`config.mk`:
```
export PLATFORM = sky130hd
export DESIGN_NAME = mem_arbiter
export DESIGN_NICKNAME = d
export VERILOG_FILES = /design/src/rtl/mem_pkg.sv /design/src/rtl/mem_lane.sv /design/src/rtl/mem_arbiter.sv
export SDC_FILE = /design/constraint.sdc
export NUM_CORES = 1
export LEC_CHECK = 0
export BUFFER_PORTS_ARGS = -buffer_cell sky130_fd_sc_hd__clkbuf_2
export CORE_MARGIN = 5
export CORE_UTILIZATION = 45
export DETAILED_ROUTE_END_ITERATION = 7
export GPL_TIMING_DRIVEN = 0
export PLACE_DENSITY = 0.73
export SYNTH_ARGS = -nofsm -noshare
export SYNTH_HDL_FRONTEND = slang
export SYNTH_SLANG_ARGS = --single-unit
```
`constraint.sdc`:
```
create_clock -name clk -period 3.92 [get_ports clk]
set_clock_uncertainty 0.2 [all_clocks]
set_input_delay 0.784 -clock clk [delete_from_list [all_inputs] [get_ports clk]]
set_output_delay 0.784 -clock clk [all_outputs]
set_load 0.05 [all_outputs]
```
`src/rtl/mem_pkg.sv`:
```
// Shared types and constants for the fetch/data memory arbiter.
// Holds the FSM state encoding, access size codes and the read latency default.
package mem_pkg;

    localparam int RD_LAT_DEF = 3;

    typedef enum logic [2:0] {
        S_IDLE    = 3'd0,
        S_RD_WAIT = 3'd1,
        S_RMW_RD  = 3'd2,
        S_WR      = 3'd3,
        S_DONE    = 3'd4
    } state_t;

    typedef enum logic [1:0] {
        SZ_BYTE = 2'b00,
        SZ_HALF = 2'b01,
        SZ_WORD = 2'b10,
        SZ_ILL  = 2'b11
    } size_t;

    function automatic logic misaligned(input size_t sz, input logic [1:0] off);
        logic r;
        case (sz)
            SZ_HALF: r = off[0];
            SZ_WORD: r = (off != 2'b00);
            SZ_ILL:  r = 1'b1;
            default: r = 1'b0;
        endcase
        return r;
    endfunction

endpackage

```
`src/rtl/mem_lane.sv`:
```
// Little-endian lane logic: extracts and extends sub-word loads,
// and merges sub-word store data into a previously read word.
module mem_lane
    import mem_pkg::*;
(
    input  logic [31:0] i_word,
    input  logic [1:0]  i_off,
    input  size_t       i_size,
    input  logic        i_signed,
    input  logic [31:0] i_wdata,
    output logic [31:0] o_load,
    output logic [31:0] o_merge
);

    logic [7:0]  w_byte;
    logic [15:0] w_half;

    assign w_byte = i_word[{i_off, 3'b000} +: 8];
    assign w_half = i_word[{i_off[1], 4'b0000} +: 16];

    always_comb begin
        o_load  = i_word;
        o_merge = i_word;
        case (i_size)
            SZ_BYTE: begin
                o_load = {{24{i_signed & w_byte[7]}}, w_byte};
                o_merge[{i_off, 3'b000} +: 8] = i_wdata[7:0];
            end
            SZ_HALF: begin
                o_load = {{16{i_signed & w_half[15]}}, w_half};
                o_merge[{i_off[1], 4'b0000} +: 16] = i_wdata[15:0];
            end
            default: begin
                o_load  = i_word;
                o_merge = i_wdata;
            end
        endcase
    end

endmodule

```
`src/rtl/mem_arbiter.sv`:
```
// Shared fetch/data memory port with round-robin grant, sub-word
// load extension and read-modify-write byte/half stores.
module mem_arbiter
    import mem_pkg::*;
#(
    parameter int RD_LAT = RD_LAT_DEF
) (
    input  logic        clk,
    input  logic        reset,
    input  logic        if_req,
    input  logic [31:0] if_addr,
    output logic        if_done,
    output logic [31:0] if_rdata,
    input  logic        dm_req,
    input  logic        dm_we,
    input  logic [1:0]  dm_size,
    input  logic        dm_signed,
    input  logic [31:0] dm_addr,
    input  logic [31:0] dm_wdata,
    output logic        dm_done,
    output logic [31:0] dm_rdata,
    output logic        dm_err,
    output logic        MEM_w,
    output logic [31:0] mem_addr,
    output logic [31:0] mem_wdata,
    input  logic [31:0] mem_rdata
);

    state_t      r_state;
    state_t      w_state_nxt;
    logic        r_last_dm;
    logic        r_is_dm;
    logic        r_signed;
    size_t       r_size;
    logic [31:0] r_addr;
    logic [31:0] r_wdata;
    logic [2:0]  r_cnt;

    logic        w_gnt_dm;
    logic        w_gnt_if;
    logic        w_err;
    logic [31:0] w_gaddr;
    logic [31:0] w_load;
    logic [31:0] w_merge;

    logic        w_done_nxt;
    logic        w_isdm_nxt;
    logic        w_mem_w_nxt;
    logic        w_if_done_nxt;
    logic        w_dm_done_nxt;
    logic        w_dm_err_nxt;
    logic [31:0] w_mem_addr_nxt;
    logic [31:0] w_mem_wdata_nxt;
    logic [31:0] w_if_rdata_nxt;
    logic [31:0] w_dm_rdata_nxt;

    // On a tie the requester that was not served last wins
    assign w_gnt_dm = (r_state == S_IDLE) && dm_req && (!if_req || !r_last_dm);
    assign w_gnt_if = (r_state == S_IDLE) && if_req && !w_gnt_dm;
    assign w_err    = w_gnt_dm && misaligned(size_t'(dm_size), dm_addr[1:0]);
    assign w_gaddr  = w_gnt_dm ? dm_addr : if_addr;

    mem_lane u_lane (
        .i_word   (mem_rdata),
        .i_off    (r_addr[1:0]),
        .i_size   (r_size),
        .i_signed (r_signed),
        .i_wdata  (r_wdata),
        .o_load   (w_load),
        .o_merge  (w_merge)
    );

    always_ff @(posedge clk) begin
        if (reset) begin
            r_state   <= S_IDLE;
            r_last_dm <= 1'b1;
            r_is_dm   <= 1'b0;
            r_signed  <= 1'b0;
            r_size    <= SZ_BYTE;
            r_addr    <= '0;
            r_wdata   <= '0;
            r_cnt     <= '0;
            if_done   <= 1'b0;
            if_rdata  <= '0;
            dm_done   <= 1'b0;
            dm_rdata  <= '0;
            dm_err    <= 1'b0;
            MEM_w     <= 1'b0;
            mem_addr  <= '0;
            mem_wdata <= '0;
        end else begin
            r_state   <= w_state_nxt;
            if_done   <= w_if_done_nxt;
            if_rdata  <= w_if_rdata_nxt;
            dm_done   <= w_dm_done_nxt;
            dm_rdata  <= w_dm_rdata_nxt;
            dm_err    <= w_dm_err_nxt;
            MEM_w     <= w_mem_w_nxt;
            mem_addr  <= w_mem_addr_nxt;
            mem_wdata <= w_mem_wdata_nxt;
            if (w_gnt_dm || w_gnt_if) begin
                r_last_dm <= w_gnt_dm;
                r_is_dm   <= w_gnt_dm;
                r_signed  <= w_gnt_dm && dm_signed;
                r_size    <= w_gnt_dm ? size_t'(dm_size) : SZ_WORD;
                r_addr    <= w_gaddr;
                r_wdata   <= dm_wdata;
                r_cnt     <= 3'(RD_LAT - 1);
            end else if (r_cnt != 3'd0) begin
                r_cnt <= r_cnt - 3'd1;
            end
        end
    end

    always_comb begin
        w_state_nxt = r_state;
        unique case (r_state)
            S_IDLE: begin
                if (w_err) begin
                    w_state_nxt = S_DONE;
                end else if (w_gnt_dm && dm_we) begin
                    w_state_nxt = (size_t'(dm_size) == SZ_WORD) ? S_WR : S_RMW_RD;
                end else if (w_gnt_dm || w_gnt_if) begin
                    w_state_nxt = S_RD_WAIT;
                end
            end
            S_RD_WAIT: if (r_cnt == 3'd0) w_state_nxt = S_DONE;
            S_RMW_RD:  if (r_cnt == 3'd0) w_state_nxt = S_WR;
            S_WR:      w_state_nxt = S_DONE;
            S_DONE:    w_state_nxt = S_IDLE;
            default:   w_state_nxt = S_IDLE;
        endcase
    end

    always_comb begin
        w_done_nxt      = (w_state_nxt == S_DONE);
        w_isdm_nxt      = (r_state == S_IDLE) ? w_gnt_dm : r_is_dm;
        w_mem_w_nxt     = (w_state_nxt == S_WR);
        w_mem_addr_nxt  = '0;
        w_mem_wdata_nxt = '0;
        w_if_rdata_nxt  = if_rdata;
        w_dm_rdata_nxt  = dm_rdata;
        if (w_state_nxt inside {S_RD_WAIT, S_RMW_RD, S_WR}) begin
            w_mem_addr_nxt = (r_state == S_IDLE) ? {w_gaddr[31:2], 2'b00}
                                                 : {r_addr[31:2], 2'b00};
        end
        if (w_mem_w_nxt) begin
            w_mem_wdata_nxt = (r_state == S_IDLE) ? dm_wdata : w_merge;
        end
        if (r_state == S_RD_WAIT && w_state_nxt == S_DONE) begin
            if (r_is_dm) w_dm_rdata_nxt = w_load;
            else         w_if_rdata_nxt = mem_rdata;
        end else if (w_done_nxt && w_isdm_nxt) begin
            w_dm_rdata_nxt = '0;
        end
        w_if_done_nxt = w_done_nxt && !w_isdm_nxt;
        w_dm_done_nxt = w_done_nxt && w_isdm_nxt;
        // Only the misalignment path goes straight from IDLE to DONE
        w_dm_err_nxt  = w_dm_done_nxt && (r_state == S_IDLE);
    end

endmodule
```
==> flow_summary.toml <==
[finish]
fin_util = 0.5738
final-seq-area_sq_um = 4104
diodes = 0
multi_input_comb_area_sq_um = 4763
final_cell_mix = "266 x clkbuf_2, 234 x nand2_1, 205 x dfxtp_1, 114 x nor2_1, 101 x a21oi_1"
layout-drive-gt1-share = 0.2849
syn2layout_area_growth_pct = 24.90
final_common_cell = "clkbuf_2"
finalNetCount = 1511
fillers = 1873
final_cell_area_sq_um = 11690

[routing]
viasPerCell = 5.751
antenna_left = 0
wl_per_cell_microns = 20.76
wl_microns = 34320
vias = 9507
drc = 0
dr.pass1.iters = 5
drtIter0Drc = 682

[cts]
postCtsHoldBufs = 0
cts-root-buf = "clkbuf_16"
post_cts_resized = 0
h-tree-depth = 1
clock_latency_ns = 0.51
clkTransAtPathRegs_ns = 0.07
cts_setup_buffers = 0
numCtsBuffers = 22
cts_buffer_depth = 3
cts_tree = "built"
clock_sinks = 205

[placement]
gp_congestion = 0.9493
dp_hpwl_microns = 25390
portBuffers = 264
placed_area_sq_um = 11020

[sta]
fmax_mhz = 300.4
period_needed_ns = 3.329
fin_crit_sh = 0.8491
setup-violations-final = 0
slew_headroom = 0.3949
worstMarginPinSlew_ns = 0.9008
drv_slew = 0
hold_viol_final = 0
rsz0062_at_grt = "no"
fin_setup_tns_ns = 0

[yosys]
ys_seq_elements = 205
synthFlopType = "dfxtp_1"
yosysSeqAreaShare = 0.4387
synth_area_leaders = "dfxtp_1 44%, nand2_1 9.4%, a21oi_1 5.4%"
yosys.area.top_type = "dfxtp_1"
synthCells = 1080
synth_edf_count = 0
async_reset_ff_frac = 0
synth_top_area_frac = 0.4387
synth.distinct_cells = 70
ys_warn_count = 0
synthesis.area_sq_um = 9355
syn_area_per_cell_sq_um = 8.662

[grt]
grt_usage = 0.2753
overflow = 0
grt_max_degree = 14
grt_pass1_vias = 9253
grt_pass1_wl_microns = 52870
antenna_found_initial = 1

[floorplan]
coreArea_sq_um = 20360
initial_utilization = 0.4594
die_y_microns = 154.2
io-pin-count = 268
std_cell_rows = 52
die_w_microns = 154.2
fp.dieArea_sq_um = 23770

[critical_path]
crit_required_ns = 4.14
critPathLaunchType = "flip-flop"
cp_max_fo = 10
critPathKind = "flip-flop to flip-flop"
end_kind = "flip-flop"
arrival_ns = 3.55

[min_path]
hold_class = "flip-flop to flip-flop"

[flow_run]
cap_violations = 0

[power]
power.leakage_nw = 4.930
max-vdd-ir-drop_mv = 0.6032
p_per_area_nw_per_um2 = 831.9

[status]
outcome = "finished clean"
-- cells by family (layout without fill, tap and decap cells) --
logic type                 Yosys count  after routing  synth area share
buffers and inverters              106            408           0.05256
AOI/OAI and AO/OA                  307            307            0.2678
adders and majority gates            6              6          0.008024
DFF                                205            205            0.4387
and+or+nand+nor                    413            413            0.1867
xor gates and xnor gates             1              1         0.0009364
other                                1              2         0.0004008
muxes                               41             41           0.04494
-- critical path: stages, from the launching register on --
cell	delay, ns
dfxtp_1	0.35
buf_2	0.21
buf_1	0.41
inv_1	0.17
ha_1	0.36
or4bb_1	0.49
a21oi_1	0.57
a221oi_1	0.22
nor3_1	0.26
-- per-layer routing --
metal	wire, microns	vias up	global-route usage
met3	3381	106	0.06790
met2	15410	510	0.4438
met5	11	-	0
met4	1693	2	0.1249
li1	-	4467	-
met1	13820	4422	0.3493
-- metrics by stage --
| step | hold slack [ns] | total power, mW | setup slack [ns] | cells |
|---|---|---|---|---|
| CTS | 0.2558 | 9.698 | 0.7213 | 1653 |
| floorplan | 0.2362 | 6.434 | 1.232 | 1081 |
| global placement | 0.2407 | 7.649 | 0.8173 | 1615 |
| detailed placement | 0.2477 | 7.724 | 0.7537 | 1615 |
| finish | 0.2529 | 9.720 | 0.5915 | 1653 |
| global route | 0.2708 | 10.25 | 0.3896 | 1653 |
-- flip-flops by register name, summed over array words and instances (netlist names), 2 cells and up --
| register | cells |
|---|---|
| r_cnt | 3 |
| r_state | 3 |
| r_size | 2 |
| mem_wdata | 32 |
| r_addr | 32 |
| mem_addr | 30 |
| if_rdata | 32 |
| dm_rdata | 32 |
| r_wdata | 32 |
-- area by class of cell --
type,instances,share of cell area
Buffer,97,0.03919
Clock buffer,36,0.05600
Tap cell,270,0.02891
Multi-Input combinational cell,770,0.4076
Clock inverter,2,0.001071
Sequential cell,205,0.3512
Timing Repair Buffer,264,0.1131
Inverter,9,0.002891
-- where the power goes --
group / internal (mW) / total, mW / switching [mW]
registers: 2.61 / 2.93 / 0.318
logic: 1.38 / 4.83 / 3.45
clock network: 1.13 / 1.96 / 0.826
total: 5.12 / 9.72 / 4.60
-- path summary, 6_finish.rpt --
path	start	to	slack [ns]	depth (start not counted)
max	r_addr[1]	mem_wdata[0]	0.59	8
min	if_rdata[17]	if_rdata[17]	0.25	2
max reg2reg	r_addr[1]	mem_wdata[0]	0.59	8
min reg2reg	if_rdata[17]	if_rdata[17]	0.25	2
-- cells in the mapped netlist (9+ instances only) --
cell       number
a2111oi_2      30
a21oi_1       101
a221oi_1       24
a22o_1         19
a311oi_1       38
buf_1          13
buf_2          22
clkbuf_1       48
dfxtp_1       205
inv_1           9
mux2i_1        33
nand2_1       234
nor2_1        114
nor3_1         20
o21ai_0        16
o31ai_1        16
(Power assumes the default switching activity.)
